## config.mk

```make
export PLATFORM = sky130hd
export DESIGN_NAME = clk_div_ctrl
export DESIGN_NICKNAME = d
export VERILOG_FILES = /design/src/rtl/clk_div_pkg.sv /design/src/rtl/clk_div_core.sv /design/src/rtl/clk_div_ctrl.sv
export SDC_FILE = /design/constraint.sdc
export NUM_CORES = 1
export LEC_CHECK = 0
export CORE_MARGIN = 2
export CORE_UTILIZATION = 52
export DETAILED_ROUTE_END_ITERATION = 10
export HOLD_SLACK_MARGIN = 0.05
export PLACE_DENSITY = 0.77
export SLEW_MARGIN = 30
export SYNTH_ARGS = -nofsm -noshare
export SYNTH_HDL_FRONTEND = slang
export SYNTH_HIERARCHICAL = 1
export SYNTH_SLANG_ARGS = --single-unit
export TNS_END_PERCENT = 100
```

## constraint.sdc

```tcl
create_clock -name clk -period 2.85 [get_ports clk]
set_input_delay 0.4275 -clock clk [delete_from_list [all_inputs] [get_ports clk]]
set_output_delay 0.4275 -clock clk [all_outputs]
set_load 0.01 [all_outputs]
```

## src/rtl/clk_div_pkg.sv

```systemverilog
// clk_div_pkg: shared FSM states, minimum legal ratio and duty half-length helper.
package clk_div_pkg;

    typedef enum logic [1:0] {IDLE, RUN, PEND, STOP} state_t;

    localparam int MIN_DIV = 2;

    // N/2 for even N and (N-1)/2 for odd N are both a plain right shift
    function automatic logic [31:0] half_len(input logic [31:0] n);
        return n >> 1;
    endfunction

endpackage

```

## src/rtl/clk_div_core.sv

```systemverilog
// clk_div_core: period counter plus posedge/negedge duty flops producing a 50% divided clock.
module clk_div_core
    import clk_div_pkg::*;
#(
    parameter int DIV_W = 8
) (
    input  logic             clk,
    input  logic             rst_n,
    input  logic [DIV_W-1:0] ratio,
    input  logic             run,
    input  logic             restart,
    output logic             period_end,
    output logic             div_clk
);

    logic [DIV_W-1:0] r_cnt;
    logic [DIV_W-1:0] w_cnt_next;
    logic [DIV_W-1:0] w_half;
    logic             r_clk_p;
    logic             r_clk_n;

    assign period_end = (r_cnt == ratio - DIV_W'(1));
    assign w_cnt_next = (restart || period_end) ? '0 : r_cnt + DIV_W'(1);
    assign w_half     = DIV_W'(half_len(32'(ratio)));

    always_ff @(posedge clk or negedge rst_n) begin
        if (!rst_n) begin
            r_cnt   <= '0;
            r_clk_p <= 1'b0;
        end else if (run) begin
            r_cnt   <= w_cnt_next;
            r_clk_p <= (w_cnt_next < w_half);
        end else begin
            r_cnt   <= '0;
            r_clk_p <= 1'b0;
        end
    end

    // odd ratios stretch the high phase by half a source period
    always_ff @(negedge clk or negedge rst_n) begin
        if (!rst_n) r_clk_n <= 1'b0;
        else        r_clk_n <= ratio[0] & r_clk_p;
    end

    assign div_clk = r_clk_p | r_clk_n;

endmodule

```

## src/rtl/clk_div_ctrl.sv

```systemverilog
// clk_div_ctrl: run/stop and ratio-change control for the glitch-free 50% clock divider.
// Define CLKDIV_PERIOD_CNT_EN to add the period_cnt output.
module clk_div_ctrl
    import clk_div_pkg::*;
#(
    parameter int DIV_W   = 8,
    parameter int DEF_DIV = 3
) (
    input  logic             clk,
    input  logic             rst_n,
    input  logic             en,
    input  logic             cfg_valid,
    input  logic [DIV_W-1:0] cfg_div,
    output logic             cfg_ready,
    output logic             cfg_err,
    output logic             switch_done,
    output logic             div_active,
    output logic             div_clk
`ifdef CLKDIV_PERIOD_CNT_EN
    ,
    output logic [15:0]      period_cnt
`endif
);

    state_t           r_state;
    logic [DIV_W-1:0] r_cur_div;
    logic [DIV_W-1:0] r_pend_div;
    logic             r_cfg_err;
    logic             r_switch_done;
    logic             w_xfer;
    logic             w_bad;
    logic             w_switch;
    logic             w_period_end;
    logic             w_run;
    logic             w_restart;

    assign cfg_ready   = (r_state == IDLE) || (r_state == RUN);
    assign w_xfer      = cfg_valid && cfg_ready;
    assign w_bad       = (cfg_div < DIV_W'(MIN_DIV));
    assign w_switch    = ((r_state == IDLE) && w_xfer && !w_bad) || ((r_state == PEND) && w_period_end);
    assign w_restart   = (r_state == IDLE) && en;
    assign w_run       = (r_state == IDLE) ? en : !((r_state == STOP) && !en && w_period_end);
    assign cfg_err     = r_cfg_err;
    assign switch_done = r_switch_done;
    assign div_active  = (r_state != IDLE);

    always_ff @(posedge clk or negedge rst_n) begin
        if (!rst_n) begin
            r_state       <= IDLE;
            r_cur_div     <= DIV_W'(DEF_DIV);
            r_pend_div    <= DIV_W'(DEF_DIV);
            r_cfg_err     <= 1'b0;
            r_switch_done <= 1'b0;
        end else begin
            r_cfg_err     <= w_xfer && w_bad;
            r_switch_done <= w_switch;
            case (r_state)
                IDLE: begin
                    if (w_xfer && !w_bad) r_cur_div <= cfg_div;
                    if (en) r_state <= RUN;
                end
                RUN: begin
                    if (w_xfer && !w_bad) begin
                        r_pend_div <= cfg_div;
                        r_state    <= PEND;
                    end else if (!en) begin
                        r_state <= STOP;
                    end
                end
                // the swap lands exactly on the boundary so no runt pulse appears
                PEND: begin
                    if (w_period_end) begin
                        r_cur_div <= r_pend_div;
                        r_state   <= en ? RUN : STOP;
                    end
                end
                STOP: begin
                    if (en) r_state <= RUN;
                    else if (w_period_end) r_state <= IDLE;
                end
                default: r_state <= IDLE;
            endcase
        end
    end

`ifdef CLKDIV_PERIOD_CNT_EN
    logic [15:0] r_period_cnt;

    always_ff @(posedge clk or negedge rst_n) begin
        if (!rst_n)                                  r_period_cnt <= '0;
        else if (w_switch)                           r_period_cnt <= '0;
        else if (w_period_end && r_state != IDLE)    r_period_cnt <= r_period_cnt + 16'd1;
    end

    assign period_cnt = r_period_cnt;
`endif

    clk_div_core #(.DIV_W(DIV_W)) u_core (
        .clk        (clk),
        .rst_n      (rst_n),
        .ratio      (r_cur_div),
        .run        (w_run),
        .restart    (w_restart),
        .period_end (w_period_end),
        .div_clk    (div_clk)
    );

endmodule

```

After elaboration in Yosys (flattened, before gate mapping). Cells that the tools add are included.

Reductions and logical operators: 21. Equality and inequality tests: 9. Order comparisons: 2. Muxes and demuxes: 15. Add/subtract/negate cells: 2. Bitwise gates (word level): 2.

Operators by type and width (number): 8-bit 2-to-1 mux (4); 8-bit one-hot mux with 2 select lines (1); 2-bit 2-to-1 mux (7); 1-bit logical AND (9); 8-bit by 1-bit adder with 8-bit output (second input constant) (1); 8-bit == test (1); 8-bit by 2-bit < comparator with 1-bit output (second input constant) (1); 8-bit by 7-bit < comparator with 1-bit output (1); 2-bit one-hot mux with 4 select lines (1); 8-bit by 1-bit subtractor with 8-bit output (second input constant) (1); 3-bit by 2-bit != test with 1-bit output (second input constant) (2); 2-bit == test (second input constant) (2); 2-bit by 1-bit != test with 1-bit output (second input constant) (2); 4-bit AND reduction (1); 2-bit nonzero test (2); 1-bit zero test (3); 1-bit logical OR (3); 3-bit AND reduction (1); 2-bit by 1-bit == test with 1-bit output (second input constant) (1); 2-bit zero test (1); 1-bit 2-to-1 mux (2); 2-bit != test (second input constant) (1); 2-bit AND reduction (1); 1-bit AND (1); 1-bit OR (1).

Logic and storage cells: 59. Output and inout bits: 5. Bits of input ports: 12. Bits in registers: 30.

Longest topological paths before layout. Gate-level depths: netlist of the first run.

Word-level depth: 6. Gate-level depth with buffers: 16. Gate-level depth less buffers: 14.

Hierarchy. Netlist of the first run, hierarchy kept.

By module, submodules not included: clk_div_ctrl (seq. area each 505.5 µm², instances 1, cells an instance 70, area each 973.4 µm²); clk_div_core (seq. area each 250.2 µm², instances 1, cells an instance 109, area each 945.9 µm²).

==> results of run 1 <==
repair_timing:
| item | CTS | global route |
|---|---|---|
| hold endpoints to repair | 0 | 0 |
| setup buffers | 0 | 4 |
| pin swaps | 1 | 10 |
| resized for setup | 8 | 10 |
| endpoints found under the setup margin | 2 | 15 |
flip-flops by register name, summed over array words and instances, names as in the netlist:
signal	flops
r_cur_div	8
r_pend_div	8
u_core/r_cnt	8
r_state	2
cfg_err	1
switch_done	1
u_core/r_clk_n	1
u_core/r_clk_p	1
worst reg2reg max path: cells and delay by family (launching register included):
family / cells / cell delay [ps]
flops: 1 / 540
compound gates: 5 / 590
buf+inv: 1 / 70
simple gates: 5 / 990
fa+ha+maj: 2 / 500
final cells by class:
type	instances	area (sq um)	share of cell area (%)
Clock buffer	6	82.6	3.56
Clock inverter	2	12.5	0.539
Inverter	13	48.8	2.10
Multi-Input combinational cell	131	1140	49.1
Sequential cell	30	756	32.5
Tap cell	48	60.1	2.59
Timing Repair Buffer	24	221	9.54
routing by layer:
| metal | global-route usage [%] | part of all wire (%) | up-vias |
|---|---|---|---|
| met4 | 9.84 | 2.9 | 0 |
| met2 | 36.6 | 50 | 29 |
| li1 | - | - | 679 |
| met5 | 0 | 0 | - |
| met1 | 24.5 | 43 | 692 |
| met3 | 4.34 | 3.7 | 11 |
synthesized netlist by cell type, types with 2 or more instances:
cell type   n
a21o_1      2
a21oi_1     4
and4b_1     2
buf_2       2
buf_6       2
dfrtp_1    25
dfstp_2     4
ha_1        8
inv_1      13
mux2_2     16
mux2_4      8
nand2_1     8
nand2b_1    2
nand3_1     6
nand4_1     2
nor2_1     11
nor2b_1     5
nor3_1      5
nor3b_1     3
o21ai_0     6
or2_2       2
xnor2_1     8
xor2_1      8
path summary, 6_finish.rpt:
kind                                      startpoint                        end  slack (ps)  cells after the start
hold / removal             r_pend_div[4]$_DFFE_PN0P_  r_pend_div[4]$_DFFE_PN0P_         510                      1
setup / recovery            u_core/r_clk_n$_DFF_NN0_                    div_clk          40                      2
hold reg to reg            r_pend_div[4]$_DFFE_PN0P_  r_pend_div[4]$_DFFE_PN0P_         510                      1
max in group asynchronous                      rst_n   u_core/r_clk_n$_DFF_NN0_        1070                      1
setup reg to reg            r_cur_div[0]$_DFFE_PN1P_   u_core/r_clk_p$_DFF_PN0_          60                     13
min in group asynchronous                      rst_n      switch_done$_DFF_PN0_         600                      2
power groups by stage:
stage	Combinational, mW	Clock [mW]	Sequential, mW
final	1.38	0.363	0.822
after global routing	1.51	0.392	0.849
after CTS	1.23	0.366	0.820
after detailed placement	1.19	0	0.827
after global placement	1.15	0	0.813
after floorplan	0.978	0	0.755
layout by cell type, fill, tap and decap left out, drive strengths merged, types with 2 or more instances in the layout:
cell type and n:
clkbuf 6, a21o 2, xnor2 8, ha 8, a21oi 5, nor2b 5, nand2b 2, nand2 9
dfstp 4, and3 2, and4b 2, buf 9, nand4 2, nor4 3, nor2 12, nor3 5
o21ai 7, xor2 8, nor3b 4, or2 3, mux2 24, nand3 6, clkdlybuf4s50 15, dfrtp 25
inv 13
logic make-up after synthesis:
| group | count (synthesis) | share of synthesized area (%) |
|---|---|---|
| and+or+nand+nor | 60 | 19.0 |
| DFF | 30 | 39.4 |
| muxes | 24 | 15.6 |
| AOI/OAI and AO/OA | 22 | 8.41 |
| buffers and inverters | 18 | 4.50 |
| xor gates and xnor gates | 16 | 7.30 |
| adders and majority gates | 9 | 5.74 |
stage by stage:
step,worst slack (ps),std cells,hold slack [ps],cell area [sq um]
finish,44.0,254,508,2320
global route,-49.6,254,537,2320
CTS,29.5,250,511,2240
detailed placement,-39.7,242,497,2130
global placement,-38.2,242,491,2130
floorplan,19.8,179,132,1920
==> impl_metrics.tcl, run 1 <==
set metrics [dict create \
    pin_count 17 \
    ys_seq_area_share_pct 39.4 \
    required_ps 2420 \
    diodes 0 \
    nFillCells 291 \
    antenna_found_initial 0 \
    maxCapViolations 0 \
    portBuffers 16 \
    groute.usage.overall_pct 21.0 \
    synth_top_area_cell "dfrtp_1" \
    initialDrtViolationCount 51 \
    fin_crit_sh_pct 98.5 \
    synth_warnings 6 \
    postSynth.asyncResetShare_pct 100 \
    postSynthAreaPerCell_sq_um 10.7 \
    cts.sinks 30 \
    cts_buffers 5 \
    max-clock-path-buffers 2 \
    slew-limit-headroom_pct 72.8 \
    power_frac_seq_pct 32.0 \
    synth.top_cells.by_area "dfrtp_1 (33%), mux2_2 (9.4%), mux2_4 (6.3%), dfstp_2 (5.5%), ha_1 (5.2%)" \
    drc 0 \
    critPathMaxFanout 1 \
    netlist_area_sq_um 1920 \
    layout-area-overhead-vs-synth_pct 21.0 \
    crit_type "flip-flop to output pin" \
    slew_violations 0 \
    ctsHoldBuffers 0 \
    routed_wl_um 3970 \
    worstHoldPathType "flip-flop to flip-flop" \
    crit_arrival_ps 2380 \
    cpLargestDelayFamily "flip-flops" \
    ir_drop_mv 0.542 \
    drive_gt1_share_pct 32.0 \
    crit_buf_inv 1 \
    start_util_pct 53.2 \
    drtPass1Iterations 4 \
    drt-wirelength-per-cell_um 15.6 \
    start_kind "flip-flop" \
    p_sw_share_pct 39.7 \
    grt_max_degree 30 \
    slowest_stage "dfrtn_1" \
    synth_cells 179 \
    powerDensity_nw_per_um2 1110 \
    place_hpwl_um 2850 \
    fp.coreArea_sq_um 3610 \
    vias 1411 \
    path_clk_slew_ps 70 \
    cts_tree "yes" \
    dieWidth_um 64.8 \
    synth_cell_types 50 \
    grt_pass1_wl_um 6580 \
    gp_congestion 0.872 \
    power_frac_clock_pct 14.1 \
    die_h_um 64.8 \
    worst_slew_pin_slew_ps 405 \
    vias_per_cell 5.56 \
    status "finished clean" \
    switchingPower_mw 1.02 \
    comb_power_share_pct 53.8 \
    fin_crit_ps 2810 \
    slowest_delay_ps 320 \
    skew_ps 10.4 \
    dieArea_sq_um 4190 \
    synth_edf_count 0 \
    htree_levels 2 \
    grt_overflow 0 \
    crit_chain "or2_4, buf_6" \
    p_int_mw 1.55 \
    leakagePower_nw 1.00 \
    setup_tns_ps 0 \
    row_count 22 \
    ys.flop_type "dfrtp_1" \
    finalSetupViolations 0 \
    cts-root-buf "clkbuf_8" \
    clock_latency_ps 290 \
    endpoint_kind "output pin" \
    final_util_pct 64.4 \
    syn_nets 199 \
    power_mw 2.57 \
    fmax_ghz 0.358 \
    grt_pass1_vias 1446 \
    ant_nets 0 \
    yosys.area.top_type_share_pct 32.6 \
    hold_viol 0 \
    finish.net_count 225 \
    synth_seq_cells 30 \
]
(Power assumes the default switching activity.)
==> inputs of run 2 (changes only) <==
--- a/config.mk
+++ b/config.mk
@@ -5,11 +5,13 @@
 export SDC_FILE = /design/constraint.sdc
 export NUM_CORES = 1
 export LEC_CHECK = 0
-export CORE_MARGIN = 2
+export ABC_AREA = 1
+export CORE_MARGIN = 3
 export CORE_UTILIZATION = 52
 export DETAILED_ROUTE_END_ITERATION = 10
 export HOLD_SLACK_MARGIN = 0.05
 export PLACE_DENSITY = 0.77
+export SETUP_SLACK_MARGIN = 0.5
 export SLEW_MARGIN = 30
 export SYNTH_ARGS = -nofsm -noshare
 export SYNTH_HDL_FRONTEND = slang
==> run 2 against run 1 <==
Compared with the run above:
- via count increased by 30%
- global-route usage decreased by 0.79 points
- worst setup slack got worse by 6.4 ps
- routed wire length increased by 12%
- sequential share of layout area decreased by 2.4 points
- sequential power decreased by 5.7%
- total power decreased by 0.71%
- clock power about the same
- highest routed layer unchanged
==> impl_metrics.tcl, run 2 <==
set metrics [dict create \
    status "finished clean" \
    htree_levels 2 \
    crit_buf_inv 1 \
    slowest_stage "dfrtn_1" \
    dieWidth_um 68.3 \
    finalSetupViolations 0 \
    syn_nets 301 \
    synth_cell_types 30 \
    worstHoldStart "r_pend_div[1]$_DFFE_PN1P_" \
    place_hpwl_um 3050 \
    leakagePower_nw 1.29 \
    groute.usage.overall_pct 20.2 \
    crit_chain "or2_4, buf_6" \
    ir_drop_mv 0.440 \
    diodes 0 \
    grt_max_degree 30 \
    yosys-top-cells-count "nand2_1 (88), inv_1 (37), nor2_1 (31), dfrtp_1 (25), nand3_1 (19)" \
    cp.depth 2 \
    power_frac_seq_pct 30.4 \
    dieArea_sq_um 4660 \
    routed_wl_um 4440 \
    ctsHoldBuffers 0 \
    reg2reg_depth 19 \
    ant_nets 0 \
    grt_overflow 0 \
    antenna_found_initial 0 \
    start_util_pct 54.7 \
    synth_warnings 6 \
    worstHoldPathType "flip-flop to flip-flop" \
    cp-startpoint "u_core/r_clk_n$_DFF_NN0_" \
    rr_endpoint "u_core/r_clk_p$_DFF_PN0_" \
    final_area_sq_um 2510 \
    skew_ps 10.9 \
    postSynth.asyncResetShare_pct 100 \
    finish.net_count 336 \
    crit_end "div_clk" \
    p_int_mw 1.41 \
    cts_tree "yes" \
    synth_seq_cells 30 \
    placed_area_sq_um 2240 \
    synth.top_cells.by_area "dfrtp_1 (31%), nand2_1 (16%), inv_1 (6.9%), nor2_1 (5.8%), dfstp_2 (5.2%)" \
    r2r_setup_slack_ps 390 \
    hold_viol 0 \
    p_sw_share_pct 44.5 \
    portBuffers 16 \
    ys_seq_area_share_pct 37.5 \
    path_clk_slew_ps 70 \
    yosys.area.top_type_share_pct 31.0 \
    postSynthAreaPerCell_sq_um 7.18 \
    rsz0062_at_grt "yes" \
    slew-limit-headroom_pct 70.6 \
    vias 1836 \
    switchingPower_mw 1.13 \
    layout_commonest_cell "nand2_1" \
    crit_arrival_ps 2380 \
    initialDrtViolationCount 146 \
    drtPass1Iterations 4 \
    synth_edf_count 0 \
    most-common-layout-cells "nand2_1 (87), inv_1 (33), nor2_1 (27)" \
    drive_gt1_share_pct 21.8 \
    largestRegisters "r_cur_div (8), r_pend_div (8), u_core/r_cnt (8)" \
    synth_top_area_cell "dfrtp_1" \
    grt_pass1_vias 1668 \
    crit_type "flip-flop to output pin" \
    slowest_delay_ps 330 \
    endpoint_kind "output pin" \
    max-clock-path-buffers 2 \
    row_count 22 \
    cpLargestDelayFamily "flip-flops" \
    drt-wirelength-per-cell_um 12.2 \
    clock_latency_ps 290 \
    power_frac_clock_pct 14.2 \
    final_util_pct 68.1 \
    layout_setup_ws_ps 37.6 \
    synth_most_common_cell "nand2_1" \
    critPathMaxFanout 1 \
    r2r_start "r_cur_div[0]$_DFFE_PN1P_" \
    required_ps 2420 \
    netlist_area_sq_um 2020 \
    comb_power_share_pct 55.3 \
    cts_buffers 5 \
    synth_cells 281 \
    ys.flop_type "dfrtp_1" \
    powerDensity_nw_per_um2 1010 \
    pre_cts_slack_ps -0.666 \
    worst_slew_pin_slew_ps 440 \
    layout-area-overhead-vs-synth_pct 24.5 \
    vias_per_cell 5.03 \
    slew_violations 0 \
    die_h_um 68.3 \
    nFillCells 304 \
    drc 0 \
    cts.sinks 30 \
    fp.coreArea_sq_um 3690 \
    pin_count 17 \
    start_kind "flip-flop" \
    grt_pass1_wl_um 7050 \
    maxCapViolations 0 \
    cts-root-buf "clkbuf_8" \
    gp_congestion 0.808 \
]
run 2: cell count changes after synthesis, moves of 4 or more:
cell,previous run,this run
nand2_1,8,88
inv_1,13,37
nor2_1,11,31
o21ai_1,1,18
mux2_2,16,0
nand3_1,6,19
mux2_4,8,0
inv_2,0,6
nor3_2,0,6
nor2b_1,5,0
nor3_1,5,1
o21ai_0,6,2
xnor2_1,8,4
run 2: power groups by stage:
stage                     sequential [mW]  combinational [mW]  clock, mW
after global routing                0.800                1.60      0.399
after CTS                           0.773                1.31      0.370
after detailed placement            0.789                1.20          0
final                               0.775                1.41      0.363
after floorplan                     0.748               0.977          0
after global placement              0.782                1.17          0
run 2: area by class of cell:
type,count,area [sq um],area share (%)
clock buffers,6,82.6,3.29
flip-flops and latches,30,756,30.1
multi-input cells,203,1130,45.1
repair inverters,1,3.75,0.149
repair buffers,30,282,11.2
inverters,45,181,7.22
well taps,48,60.1,2.39
clock inverters,2,12.5,0.498
run 2: stage by stage:
stage	hold WS, ps	instances	total power, mW	TNS (ps)
CTS	479	361	2.45	0
global route	496	365	2.80	0
detailed placement	469	344	1.99	-0.666
finish	475	365	2.55	0
global placement	462	344	1.96	0
floorplan	132	281	1.73	0
run 2: kinds of logic (layout without fill, tap and decap cells):
| family | after synthesis | count (layout) | synth area share (%) |
|---|---|---|---|
| fa+ha+maj | 8 | 8 | 4.96 |
| compound gates | 24 | 24 | 6.14 |
| simple gates | 162 | 162 | 37.8 |
| xor+xnor | 9 | 9 | 3.91 |
| flops | 30 | 30 | 37.5 |
| buf+inv | 48 | 84 | 9.74 |
run 2: worst min path at each step:
stage                                      endpoint  slack (ps)  cells past startpoint
final                     r_pend_div[1]$_DFFE_PN1P_         470                      2
after global routing      r_pend_div[0]$_DFFE_PN1P_         500                      2
after CTS                 r_pend_div[1]$_DFFE_PN1P_         480                      2
after detailed placement  r_pend_div[1]$_DFFE_PN1P_         470                      2
after global placement    r_pend_div[0]$_DFFE_PN1P_         460                      2
after floorplan                   cfg_err$_DFF_PN0_         130                      0
run 2: repair_timing:
item	4_1_cts	5_1_grt
pin swaps	6	14
setup endpoints to repair	3	7
endpoints found under the hold margin	0	0
gates resized for setup	10	20
setup buffers	8	4
gates cloned	1	0
run 2: layer usage:
metal | GRT usage, % | up-vias | wire (um)
met5 | 0 | - | 0
met4 | 4.71 | 0 | 22
met3 | 6.24 | 4 | 175
met2 | 34.4 | 38 | 2250
met1 | 24.8 | 848 | 2000
li1 | - | 946 | -
run 2: worst register-to-register path: stages (launching register included):
cell      delay, ps
dfstp_2         560
inv_4            40
ha_4            230
nor2_1          130
nor2_2           40
nand2_1          70
nor2_1           40
nand3_1          70
nor2_1           40
nand2_1          80
inv_2            60
nor2_4          160
clkinv_4        110
nor3_2          120
ha_1            260
nand2_1          70
inv_1            30
nand2_1          60
nand2_1          60
a21oi_2         140
==> inputs of run 3 (changes only) <==
--- a/config.mk
+++ b/config.mk
@@ -8,6 +8,7 @@
 export ABC_AREA = 1
 export CORE_MARGIN = 3
 export CORE_UTILIZATION = 52
+export CTS_CLUSTER_DIAMETER = 200
 export DETAILED_ROUTE_END_ITERATION = 10
 export HOLD_SLACK_MARGIN = 0.05
 export PLACE_DENSITY = 0.77
==> results of run 3 <==
The final DEF is identical to that of run 2; final timing and power are the same.
